<file path="src/rtl/uart_pkg.sv">
`default_nettype none
// ============================================================================
//  Module      : uart_pkg
//  Description : Shared definitions for the UART receive path: receiver
//                state encoding, default bit timing and data width.
//  Revision    : 1.0 - initial release
// ============================================================================
package uart_pkg;

   // 100 MHz system clock / 115200 baud
   localparam int UART_CLKS_PER_BIT_DEFAULT = 868;
   localparam int UART_DATA_W               = 8;

   typedef enum logic [2:0] {
      ST_IDLE      = 3'd0,
      ST_START     = 3'd1,
      ST_DATA      = 3'd2,
      ST_STOP      = 3'd3,
      ST_WAIT_IDLE = 3'd4
   } uart_state_t;

endpackage : uart_pkg
`default_nettype wire

</file>
<file path="src/rtl/sync_2ff.sv">
`default_nettype none
// ============================================================================
//  Module      : sync_2ff
//  Description : Two-flop synchronizer for a single asynchronous input.
//                Both flops load RESET_VAL while rst is low so the output
//                starts at the line's idle level.
//  Ports       : clk  - destination clock
//                rst  - asynchronous reset, active low
//                d    - asynchronous input
//                q    - synchronized output
//  Revision    : 1.0 - initial release
// ============================================================================
module sync_2ff #(
   parameter logic RESET_VAL = 1'b1
) (
   input  logic clk,
   input  logic rst,
   input  logic d,
   output logic q
);

   logic r_meta;
   logic r_sync;

   always_ff @(posedge clk or negedge rst) begin
      if (!rst) begin
         r_meta <= RESET_VAL;
         r_sync <= RESET_VAL;
      end else begin
         r_meta <= d;
         r_sync <= r_meta;
      end
   end

   assign q = r_sync;

endmodule : sync_2ff
`default_nettype wire

</file>
<file path="src/rtl/uart_byte_rx.sv">
`default_nettype none
// ============================================================================
//  Module      : uart_byte_rx
//  Description : 8N1 UART receiver. Recovers bytes from the asynchronous rx
//                line and presents each good byte with a one-cycle strobe;
//                a low stop bit gives a one-cycle framing-error strobe.
//  Ports       : clk        - system clock, rising edge
//                rst        - asynchronous reset, active low
//                rx         - raw serial line, idle high
//                uart_data  - last correctly framed byte (held)
//                new_data   - one-cycle strobe, uart_data valid same cycle
//                frame_err  - one-cycle strobe, stop bit sampled low
//                rx_busy    - high while a frame is being received
//  Revision    : 1.0 - initial release
// ============================================================================
module uart_byte_rx
   import uart_pkg::*;
#(
   parameter int CLKS_PER_BIT = UART_CLKS_PER_BIT_DEFAULT,
   parameter int CNT_W        = 16
) (
   input  logic                   clk,
   input  logic                   rst,
   input  logic                   rx,
   output logic [UART_DATA_W-1:0] uart_data,
   output logic                   new_data,
   output logic                   frame_err,
   output logic                   rx_busy
);

   localparam logic [CNT_W-1:0] c_half_m1 = CNT_W'(CLKS_PER_BIT / 2 - 1);
   localparam logic [CNT_W-1:0] c_full_m1 = CNT_W'(CLKS_PER_BIT - 1);
   localparam logic [CNT_W-1:0] c_one     = CNT_W'(1);

   logic                   w_rx_s;

   uart_state_t            r_state,  w_state_nxt;
   logic [CNT_W-1:0]       r_cnt,    w_cnt_nxt;
   logic [2:0]             r_idx,    w_idx_nxt;
   logic [UART_DATA_W-1:0] r_shift,  w_shift_nxt;
   logic [UART_DATA_W-1:0] r_data,   w_data_nxt;
   logic                   r_new,    w_new_nxt;
   logic                   r_ferr,   w_ferr_nxt;
   logic                   r_busy,   w_busy_nxt;

   sync_2ff #(
      .RESET_VAL (1'b1)
   ) u_rx_sync (
      .clk (clk),
      .rst (rst),
      .d   (rx),
      .q   (w_rx_s)
   );

   always_ff @(posedge clk or negedge rst) begin
      if (!rst) begin
         r_state <= ST_IDLE;
         r_cnt   <= '0;
         r_idx   <= '0;
         r_shift <= '0;
         r_data  <= '0;
         r_new   <= 1'b0;
         r_ferr  <= 1'b0;
         r_busy  <= 1'b0;
      end else begin
         r_state <= w_state_nxt;
         r_cnt   <= w_cnt_nxt;
         r_idx   <= w_idx_nxt;
         r_shift <= w_shift_nxt;
         r_data  <= w_data_nxt;
         r_new   <= w_new_nxt;
         r_ferr  <= w_ferr_nxt;
         r_busy  <= w_busy_nxt;
      end
   end

   always_comb begin
      w_state_nxt = r_state;
      w_cnt_nxt   = r_cnt + c_one;
      w_idx_nxt   = r_idx;
      w_shift_nxt = r_shift;
      w_data_nxt  = r_data;
      w_new_nxt   = 1'b0;
      w_ferr_nxt  = 1'b0;

      case (r_state)
         ST_IDLE: begin
            // Counter is parked at zero so START begins timing from 0.
            w_cnt_nxt = '0;
            if (!w_rx_s) begin
               w_state_nxt = ST_START;
            end
         end

         ST_START: begin
            // Mid-bit check rejects short low glitches.
            if (r_cnt == c_half_m1) begin
               w_cnt_nxt   = '0;
               w_idx_nxt   = '0;
               w_state_nxt = w_rx_s ? ST_IDLE : ST_DATA;
            end
         end

         ST_DATA: begin
            if (r_cnt == c_full_m1) begin
               w_cnt_nxt          = '0;
               w_shift_nxt[r_idx] = w_rx_s;
               w_idx_nxt          = r_idx + 3'd1;
               if (r_idx == 3'd7) begin
                  w_state_nxt = ST_STOP;
               end
            end
         end

         ST_STOP: begin
            // Leaving at mid stop bit gives half a bit of slack to catch
            // a start bit that immediately follows.
            if (r_cnt == c_full_m1) begin
               w_cnt_nxt = '0;
               if (w_rx_s) begin
                  w_data_nxt  = r_shift;
                  w_new_nxt   = 1'b1;
                  w_state_nxt = ST_IDLE;
               end else begin
                  w_ferr_nxt  = 1'b1;
                  w_state_nxt = ST_WAIT_IDLE;
               end
            end
         end

         ST_WAIT_IDLE: begin
            // A held-low (break) line must go high before a new frame.
            w_cnt_nxt = '0;
            if (w_rx_s) begin
               w_state_nxt = ST_IDLE;
            end
         end

         default: begin
            w_cnt_nxt   = '0;
            w_state_nxt = ST_IDLE;
         end
      endcase

      // Busy rises one cycle after START is entered and drops in the same
      // cycle the state register returns to IDLE.
      w_busy_nxt = (r_state != ST_IDLE) && (w_state_nxt != ST_IDLE);
   end

   assign uart_data = r_data;
   assign new_data  = r_new;
   assign frame_err = r_ferr;
   assign rx_busy   = r_busy;

endmodule : uart_byte_rx
`default_nettype wire

</file>
<file path="config.mk">
export PLATFORM = sky130hd
export DESIGN_NAME = uart_byte_rx
export DESIGN_NICKNAME = d
export VERILOG_FILES = /design/src/rtl/uart_pkg.sv /design/src/rtl/sync_2ff.sv /design/src/rtl/uart_byte_rx.sv
export SDC_FILE = /design/constraint.sdc
export NUM_CORES = 1
export LEC_CHECK = 0
export CORE_UTILIZATION = 40
export DETAILED_ROUTE_END_ITERATION = 10
export PLACE_DENSITY = 0.57
export SYNTH_ARGS = -nofsm -noshare
export SYNTH_HDL_FRONTEND = slang
export SYNTH_SLANG_ARGS = --single-unit
</file>
<file path="constraint.sdc">
create_clock -name clk -period 5.49 [get_ports clk]
set_input_delay 1.098 -clock clk [delete_from_list [all_inputs] [get_ports clk]]
set_output_delay 1.098 -clock clk [all_outputs]
set_load 0.005 [all_outputs]
</file>
==> reports/qor.yml <==
vias: 1457
dr.pass1.iters: 4
slew_violations: 0
seq_area_frac_synth_pct: 50.1
cts_buffers: 5
dpl_worst_slack_ns: 3.35
synth_edf_count: 0
switching_share_pct: 20.3
gp_congestion: 0.745
grt_first_pass_wirelength_um: 6730
crit_start: "uart_data[6]"
cp-end-kind: "primary output"
worstPathMaxFanout: 2
max_freq_ghz: 0.441
power_frac_comb_pct: 1.3
drive_gt1_share_pct: 18.1
fin_tns_setup_ns: 0
cts_num_sinks: 43
p_clk_share_pct: 42.7
wl_um: 3980
crit_chain: "clkdlybuf4s50_1"
portBuffers: 13
grt_usage_pct: 16.1
fin_crit_ns: 2.27
ios: 14
slew-limit-headroom_pct: 37.8
drt_iter0_markers: 52
dp_hpwl_um: 2830
syn_area_sq_um: 2150
grt_pass1_vias: 1396
crit_buf_inv: 1
antenna_found_initial: 0
synth_cell_types: 43
layout_commonest_cell: "dfrtp_1"
overflow: 0
layout_common_cells: "41 x dfrtp_1, 26 x nor2_1, 12 x xnor2_1, 12 x clkdlybuf4s50_1, 11 x nand3_1"
ant_nets: 0
min_period_over_period_pct: 41.3
peakVddDrop_mv: 0.118
clk_latency_ns: 0.29
worst_slack_ns: 3.22
total_leakage_power_uw: 0.00105
reg2regPathDepth: 4
cts-root-buf: "clkbuf_8"
nets: 210
grt_max_degree: 44
rsz0062_at_grt: "false"
wl_per_cell_um: 14.5
worstSetupPathType: "register to primary output"
postCtsSetupBuffers: 0
power_density_nw_per_um2: 235
crit_end: "uart_data[6]"
synth_nets: 196
cts_tree: "done"
final_hold_viol_count: 0
intPower_uw: 455
core_sq_um: 5140
status: "complete, no violations"
finalSetupViolCount: 0
critPathTopFamily: "buffers and inverters"
hold_path.class: "register to register"
rows: 26
synth_seq_cells: 43
cts_resized: 0
tightest_slew_ns: 0.933
cts.hold.buffers_added: 0
die-area_sq_um: 5680
clockBufferDepth: 2
fin_skew_ns: 0.00862
synth_ff_type: "dfrtp_1"
r2r-start: "r_cnt[10]"
avgSynthCellArea_sq_um: 11.4
p_seq_share_pct: 56.0
required_ns: 4.39
r2r_end: "r_shift[7]"
avgViaCountPerCell: 5.32
drc: 0
worstPathArrival_ns: 1.17
async_flop_share_pct: 100
diodes: 0
syn_to_final_growth_pct: 12.7
cp.depth: 1
start_util_pct: 41.9
fp.dieH_um: 75.4
p_switching_uw: 116
cp_slowest_cell: "clkdlybuf4s50_1"
syn_inst: 189
startpoint_type: "register"
critical-path-max-stage-delay_ns: 0.50
htreeDepth: 2
reg2reg_slack_ns: 3.35
die_x_um: 75.4
drv_cap: 0
yosys_warnings: 0
clk_pin_slew_worst_paths_ns: 0.08
## per-layer routing
layer	wire length [um]	GRT usage, %	vias to the layer above
li1	-	-	701
met1	1920	22.3	725
met2	1850	24.0	26
met3	159	4.63	5
met4	48	6.38	0
met5	0	0	-
## per-stage QoR
stage | hold slack [ns] | std cells | instance area [sq um] | power [uW] | util [%]
floorplan | 0.345 | 189 | 2150 | 326 | -
global placement | 0.347 | 266 | 2310 | 334 | 45.0
detailed placement | 0.348 | 266 | 2310 | 334 | 45.0
CTS | 0.360 | 274 | 2430 | 580 | 47.2
global route | 0.368 | 274 | 2430 | 594 | 47.2
finish | 0.359 | 274 | 2430 | 570 | 47.2
## synth_stat cells, types with 2 or more instances
master     n  area, sq um
nand4_1    6         37.5
and3_1     2         12.5
ha_1       4         50.1
dfstp_2    2         52.6
nor2_1    26         97.6
and4_1     2         17.5
nand3_1   11         55.1
nor3_1     4         20.0
xnor2_1   12          105
xor2_1     2         17.5
dfrtp_1   41         1030
nor2b_1    3         18.8
or3b_2     2         17.5
nand2_1   10         37.5
nor4_4     2         42.5
nand2b_1   2         12.5
inv_1      5         18.8
clkbuf_1   2         7.51
a21oi_1    4         20.0
nor4_1     9         56.3
mux2_4     8          120
mux2_2     8         90.1
o211ai_1   2         15.0
## cell families after synthesis
| logic type | synth area share [%] |
|---|---|
| AND/OR/NAND/NOR | 23.6 |
| flip-flops | 50.1 |
| multiplexers | 9.76 |
| AO/OA/AOI/OAI | 5.23 |
| XOR/XNOR | 5.69 |
| buffers and inverters | 3.25 |
| adder cells (fa/ha/maj) | 2.32 |
## how the worst min path moves through the flow
stage,endpoint,startpoint,cells past startpoint,slack [ns]
after floorplan,u_rx_sync.q,u_rx_sync.r_meta,0,0.35
after global placement,u_rx_sync.q,u_rx_sync.r_meta,0,0.35
after detailed placement,u_rx_sync.q,u_rx_sync.r_meta,0,0.35
after CTS,u_rx_sync.q,u_rx_sync.r_meta,0,0.36
after global routing,u_rx_sync.q,u_rx_sync.r_meta,0,0.37
final,u_rx_sync.q,u_rx_sync.r_meta,0,0.36
## sequential cells by signal, summed over array words and instances (netlist names)
signal            cells
u_rx_sync.q           1
r_state               3
rx_busy               1
frame_err             1
uart_data             8
r_idx                 3
r_shift               8
r_cnt                16
u_rx_sync.r_meta      1
new_data              1
## power by group through the flow
stage	registers (uW)	logic (uW)	clock network (uW)
4_1_cts	319	8.46	252
2_1_floorplan	325	1.50	0
3_5_place_dp	326	8.38	0
5_1_grt	320	9.21	265
3_3_place_gp	326	8.03	0
6_report	319	7.65	243
## final cells by class
cell class | instances | area (sq um)
timing repair buffer | 13 | 125
multi-input combinational | 135 | 1000
clock buffer | 5 | 68.8
sequential | 43 | 1080
fill | 497 | 2710
inverter | 5 | 18.8
tap | 70 | 87.6
clock inverter | 3 | 43.8
(Power assumes the default switching activity.)
